File: src/rtl/core_ins_sched.sv
// Instruction scheduler: buffers host instruction words in a FIFO and sequences core runs and host IRQs.
// Optional run counter enabled by defining CORE_INS_SCHED_STAT_EN.
module core_ins_sched #(
  parameter int INS_WIDTH  = 64,
  parameter int FIFO_DEPTH = 4
) (
  input  logic                 clk,
  input  logic                 rst,
  input  logic [INS_WIDTH-1:0] s_axis_ins_tdata,
  input  logic                 s_axis_ins_tlast,
  input  logic                 s_axis_ins_tvalid,
  output logic                 s_axis_ins_tready,
  output logic                 core_valid,
  input  logic                 core_ready,
  input  logic                 core_finish,
  output logic                 core_bit_mode_i,
  output logic                 core_fm_ping_pong_i,
  output logic                 IRQ_REQ,
  input  logic                 IRQ_ACK,
  output logic                 busy,
  output logic [31:0]          run_cnt
);

  localparam int AW = $clog2(FIFO_DEPTH);
  localparam int CW = AW + 1;

  localparam logic [1:0] OP_NOP      = 2'b00;
  localparam logic [1:0] OP_RUN      = 2'b01;
  localparam logic [1:0] OP_RUN_SWAP = 2'b10;
  localparam logic [1:0] OP_HALT     = 2'b11;

  typedef enum logic [2:0] {
    ST_IDLE   = 3'd0,
    ST_DECODE = 3'd1,
    ST_ISSUE  = 3'd2,
    ST_WAIT   = 3'd3,
    ST_IRQ    = 3'd4
  } state_t;

  logic [16:0]   mem_q [FIFO_DEPTH];
  logic [AW-1:0] wr_ptr_q, rd_ptr_q;
  logic [CW-1:0] count_q, count_d;
  logic          tready_q;
  logic          push_s, pop_s;
  logic [16:0]   head_s;

  state_t        state_q, state_d;
  logic [1:0]    op_q, op_d;
  logic          bm_q, bm_d;
  logic          last_q, last_d;
  logic [7:0]    rem_q, rem_d;
  logic          pp_q, pp_d;

  assign push_s = s_axis_ins_tvalid && tready_q;
  assign head_s = mem_q[rd_ptr_q];

  // FIFO occupancy next-state
  always_comb begin
    count_d = count_q;
    if (push_s && !pop_s) begin
      count_d = count_q + CW'(1);
    end else if (!push_s && pop_s) begin
      count_d = count_q - CW'(1);
    end else begin
      count_d = count_q;
    end
  end

  // FIFO storage; data needs no reset because pointers qualify it
  always_ff @(posedge clk) begin
    if (push_s) begin
      mem_q[wr_ptr_q] <= {s_axis_ins_tdata[15:0], s_axis_ins_tlast};
    end
  end

  // FIFO pointers, count and ready; ready tracks the next count so it is low throughout reset
  always_ff @(posedge clk) begin
    if (rst) begin
      wr_ptr_q <= '0;
      rd_ptr_q <= '0;
      count_q  <= '0;
      tready_q <= 1'b0;
    end else begin
      if (push_s) wr_ptr_q <= wr_ptr_q + AW'(1);
      if (pop_s)  rd_ptr_q <= rd_ptr_q + AW'(1);
      count_q  <= count_d;
      tready_q <= (count_d < CW'(FIFO_DEPTH));
    end
  end

  // Sequencer next-state and instruction register updates
  always_comb begin
    state_d = state_q;
    op_d    = op_q;
    bm_d    = bm_q;
    last_d  = last_q;
    rem_d   = rem_q;
    pp_d    = pp_q;
    pop_s   = 1'b0;
    case (state_q)
      ST_IDLE: begin
        if (count_q != CW'(0)) begin
          pop_s   = 1'b1;
          last_d  = head_s[0];
          op_d    = head_s[2:1];
          bm_d    = head_s[3];
          rem_d   = head_s[16:9];
          state_d = ST_DECODE;
        end else begin
          state_d = ST_IDLE;
        end
      end
      ST_DECODE: begin
        case (op_q)
          OP_NOP:      state_d = last_q ? ST_IRQ : ST_IDLE;
          OP_HALT:     state_d = ST_IRQ;
          OP_RUN:      state_d = ST_ISSUE;
          OP_RUN_SWAP: begin
            pp_d    = ~pp_q;
            state_d = ST_ISSUE;
          end
          default:     state_d = ST_IDLE;
        endcase
      end
      ST_ISSUE: begin
        if (core_ready) begin
          state_d = ST_WAIT;
        end else begin
          state_d = ST_ISSUE;
        end
      end
      ST_WAIT: begin
        if (core_finish) begin
          if (rem_q != 8'd0) begin
            rem_d   = rem_q - 8'd1;
            state_d = ST_ISSUE;
            if (op_q == OP_RUN_SWAP) begin
              pp_d = ~pp_q;
            end else begin
              pp_d = pp_q;
            end
          end else begin
            state_d = last_q ? ST_IRQ : ST_IDLE;
          end
        end else begin
          state_d = ST_WAIT;
        end
      end
      ST_IRQ: begin
        if (IRQ_ACK) begin
          state_d = ST_IDLE;
        end else begin
          state_d = ST_IRQ;
        end
      end
      default: state_d = ST_IDLE;
    endcase
  end

  // Sequencer state and instruction registers
  always_ff @(posedge clk) begin
    if (rst) begin
      state_q <= ST_IDLE;
      op_q    <= OP_NOP;
      bm_q    <= 1'b0;
      last_q  <= 1'b0;
      rem_q   <= 8'd0;
      pp_q    <= 1'b0;
    end else begin
      state_q <= state_d;
      op_q    <= op_d;
      bm_q    <= bm_d;
      last_q  <= last_d;
      rem_q   <= rem_d;
      pp_q    <= pp_d;
    end
  end

  assign s_axis_ins_tready   = tready_q;
  assign core_valid          = (state_q == ST_ISSUE);
  assign IRQ_REQ             = (state_q == ST_IRQ);
  assign busy                = (state_q != ST_IDLE) || (count_q != CW'(0));
  assign core_bit_mode_i     = bm_q;
  assign core_fm_ping_pong_i = pp_q;

  // Instruction bits [7:3] and everything above bit 15 carry no meaning here
  logic unused_fields_s;
  assign unused_fields_s = &{1'b0, head_s[8:4]};

  generate
    if (INS_WIDTH > 16) begin : g_wide
      logic unused_hi_s;
      assign unused_hi_s = &{1'b0, s_axis_ins_tdata[INS_WIDTH-1:16]};
    end
  endgenerate

`ifdef CORE_INS_SCHED_STAT_EN
  logic [31:0] run_cnt_q;
  logic        fin_acc_s;

  assign fin_acc_s = (state_q == ST_WAIT) && core_finish;

  // Saturating count of completed runs
  always_ff @(posedge clk) begin
    if (rst) begin
      run_cnt_q <= 32'd0;
    end else if (fin_acc_s && (run_cnt_q != 32'hFFFF_FFFF)) begin
      run_cnt_q <= run_cnt_q + 32'd1;
    end
  end

  assign run_cnt = run_cnt_q;
`else
  assign run_cnt = 32'd0;
`endif

endmodule

File: config.mk
export PLATFORM = sky130hd
export DESIGN_NAME = core_ins_sched
export DESIGN_NICKNAME = d
export VERILOG_FILES = /design/src/rtl/core_ins_sched.sv
export SDC_FILE = /design/constraint.sdc
export NUM_CORES = 1
export LEC_CHECK = 0
export ABC_AREA = 1
export BUFFER_PORTS_ARGS = -buffer_cell sky130_fd_sc_hd__buf_4
export CAP_MARGIN = 5
export CELL_PAD_IN_SITES_DETAIL_PLACEMENT = 0
export CELL_PAD_IN_SITES_GLOBAL_PLACEMENT = 1
export CORE_ASPECT_RATIO = 1.2
export CORE_MARGIN = 1.5
export CORE_UTILIZATION = 38
export DETAILED_ROUTE_END_ITERATION = 6
export MAX_ROUTING_LAYER = met4
export PLACE_DENSITY_LB_ADDON = 0.15
export SYNTH_ARGS = -nofsm -noshare
export SYNTH_HDL_FRONTEND = slang
export SYNTH_SLANG_ARGS = --single-unit
export TNS_END_PERCENT = 100
File: constraint.sdc
create_clock -name clk -period 2.14 [get_ports clk]
set_clock_uncertainty 0.15 [all_clocks]
set_input_delay 0.428 -clock clk [delete_from_list [all_inputs] [get_ports clk]]
set_output_delay 0.428 -clock clk [all_outputs]
set_load 0.02 [all_outputs]
==> summary.md <==
| Metric | Value |
|---|---|
| DR iter-0 viols | `76` |
| Largest net degree at the start of global routing | `17` |
| Hold_ws | `0.148 ns` |
| Initial antenna violation count | `0` |
| Diodes inserted | `0` |
| Setup total negative slack | `0 ns` |
| Peak supply drop | `0.483 mV` |
| Critical Path RT | `1.56 ns` |
| Starting density of the core | `38.9%` |
| Worst Setup Slack, final | `0.112 ns` |
| Max-cap violation count | `0` |
| EDFF count, synth | `48` |
| Height of the chip | `111 um` |
| #FFs+latches synth | `74` |
| Core Footprint | `9470 um^2` |
| GP Congestion | `0.754` |
| Worst slack, placed | `0.194 ns` |
| Cell count after synthesis | `400` |
| Post-synth top flop | `edfxtp_1` |
| Endpoints failing setup | `0` |
| Rows | `39` |
| First-pass iteration count of the detailed router | `4` |
| Period utilization | `94.7%` |
| RSZ-0062 raised after global routing | `no` |
| Synth top area share | `39.2%` |
| Compound-cell area share of the yosys netlist | `7.55%` |
| Post-synthesis sequential area ratio | `53.3%` |
| Simple-gate area share of the yosys netlist | `20.8%` |
| Final Hold Viols | `0` |
| Static leakage | `1.82 nW` |
| Grt met3 use | `3.02%` |
| Distinct cells, synth | `31` |
| CP Class | `flop to output port` |
| Post-CTS Setup Bufs | `0` |
| GR Layer Usage met2 | `24.6%` |
| Worst-path clk slew | `0.06 ns` |
| Avg Cell Area, Syn | `9.20 um^2` |
| Yosys warns | `0` |
| Routed Antenna Nets | `0` |
| XOR/XNOR Fraction of Synth Area | `0.714%` |
| Synth Area in Adders | `4.76%` |
| Final WL | `6.74 mm` |
| DP HPWL | `4.72 mm` |
| Hold Crit Class | `input pin to flop` |
| Placed cell count | `545` |
| CTS Buf Count | `9` |
| Post-cts resize count | `0` |
| Run status | `finished, final reports clean` |
| Die Wd | `92.8 um` |
| Asr flop ratio synth | `0%` |
| CP max stage cell | `dfxtp_1` |
| GRT Overall Usage | `15.2%` |
| Crit path DAT | `1.45 ns` |
| Final Critical Period | `2.03 ns` |
| Layout Cells excl Fill | `561` |
| CP most frequent cell | `inv_1` |
| Startpoint types | `flop` |
| Area delta synth->final | `15.1%` |
| Top cells by area, synth | `edfxtp_1 (39%), dfxtp_1 (14%), nand2_1 (7.3%), buf_4 (6.7%), nor2_1 (6.2%)` |
| Clk buf depth | `2` |
| Mapped Area | `3680 um^2` |
| Post-placement cell area | `3900 um^2` |
| Root buffer selected by CTS | `clkbuf_16` |
| Wire length per cell | `12.0 um` |
| Die area | `10,300 um^2` |
| CP Max Fanout | `4` |
| Vias in the first global route | `2,373` |
| Layout Nets | `518` |
| Crit. End Element | `output port` |
| # fillers | `947` |
| # DRC | `0` |
| # hold bufs at CTS | `0` |
| Slowest stage delay, CP | `0.34 ns` |
| TritonCTS clock tree | `yes` |
| I/O pin count | `109` |
| Main combinational cell family by area after synthesis | `simple AND/OR/NAND/NOR gates` |
| Multiplexer area fraction after synthesis | `0%` |
| Post-route design area | `4240 um^2` |
| Met1 Use GR | `18.0%` |
| PD cells | `1320 nW/um^2` |
| GRT overflow | `0` |
| Via density | `4.35` |
| Port bufs | `23` |
| First-pass GRT wire length | `11.5 mm` |
| Worst-skew pair later-pin latency | `0.33 ns` |
| Achievable Freq | `493 MHz` |
| CTS Sinks | `74` |
| Critical-path cell list | `inv_1, ha_2, nand2_1, nor2_2, inv_1, buf_4` |
| Leading area contributor after synthesis | `edfxtp_1` |
| Slew Viols, Final | `0` |
| Vias post-DR | `2,443` |
| H-tree Lvls | `3` |
| Layer with the highest usage | `met2` |
| Layout cells sized above 1 | `15.1%` |
-- critical path: cells and delay by family, from the launching register on --
kind	cells	cell delay, ns
adders and majority gates	1	0.22
buffers and inverters	3	0.30
DFF	1	0.34
and+or+nand+nor	2	0.27
-- power by group --
group / leakage [nW] / internal, mW / switching, mW / total, mW
Combinational: 1.01 / 0.716 / 1.28 / 2.00
Sequential: 0.649 / 1.76 / 0.147 / 1.91
Clock: 0.160 / 1.14 / 0.548 / 1.68
Total: 1.82 / 3.61 / 1.98 / 5.59
-- cell usage in the layout (no fill, tap or decap), types with 2 or more instances in the layout --
cell type,n
edfxtp_1,48
bufinv_16,3
o21ai_0,27
conb_1,32
nor2_1,61
dfxtp_1,26
inv_1,40
clkbuf_16,9
nor2_4,3
clkbuf_1,2
a31oi_1,5
or2_2,2
xor2_1,2
ha_1,13
nand4_1,2
nand2_2,2
nand2_1,72
buf_4,34
nand3_1,25
nand2_4,3
nor2_2,2
a21oi_1,14
-- synth_stat cells (2+ instances only) --
cell type,number
o21ai_0,27
nand2_2,2
buf_2,5
nand2_1,72
a31oi_1,5
dfxtp_1,26
inv_1,40
nor2_2,2
nor2_4,3
buf_4,33
xor2_1,2
nand3_1,25
nand4_1,2
nor2_1,61
or2_2,2
ha_1,14
a21oi_1,14
clkbuf_1,3
nand2_4,3
edfxtp_1,48
-- routing by layer --
metal	up-vias	part of all wire (%)	wire, um
met5	-	0	0
met4	0	1.4	97
met3	6	4.1	275
met2	57	49	3330
met1	1079	45	3040
li1	1301	-	-
-- state kept, by name, summed over array words and instances (netlist names), named ones only --
register,flops
state_q,3
op_q,2
count_q,3
last_q,1
mem_q,48
s_axis_ins_tready,1
core_bit_mode_i,1
rd_ptr_q,2
core_fm_ping_pong_i,1
rem_q,8
wr_ptr_q,2
-- metrics by stage --
step / util (%) / power (mW)
after floorplan: - / 3.53
after global placement: 41.2 / 3.94
after detailed placement: 41.2 / 3.96
after CTS: 44.7 / 5.67
after global routing: 44.7 / 6.07
final: 44.7 / 5.59
-- final cells by class --
cell class,count,area (um^2),area share (%)
tap,123,154,3.63
inverter,42,163,3.84
sequential,74,1960,46.3
multi-input combinational,272,1370,32.3
clock inverter,5,103,2.42
timing repair buffer,34,255,6.03
clock buffer,11,233,5.49
-- cells by family (layout without fill, tap and decap cells) --
kind of cell,Yosys count,count (layout)
xor+xnor,3,3
fa+ha+maj,14,14
simple gates,174,174
flops,74,74
compound gates,49,49
other cells,1,32
buf+inv,85,92
-- final timing paths --
kind	start	endpoint	slack, ns	depth (start not counted)
max	count_q[0]	busy	0.11	6
min reg2reg	rd_ptr_q[1]	flop	0.31	2
min	s_axis_ins_tdata[12]	mem_q[1][13]	0.15	1
max reg2reg	count_q[0]	count_q[2]	0.21	11
Note: power is estimated with default switching activity, not from simulation.
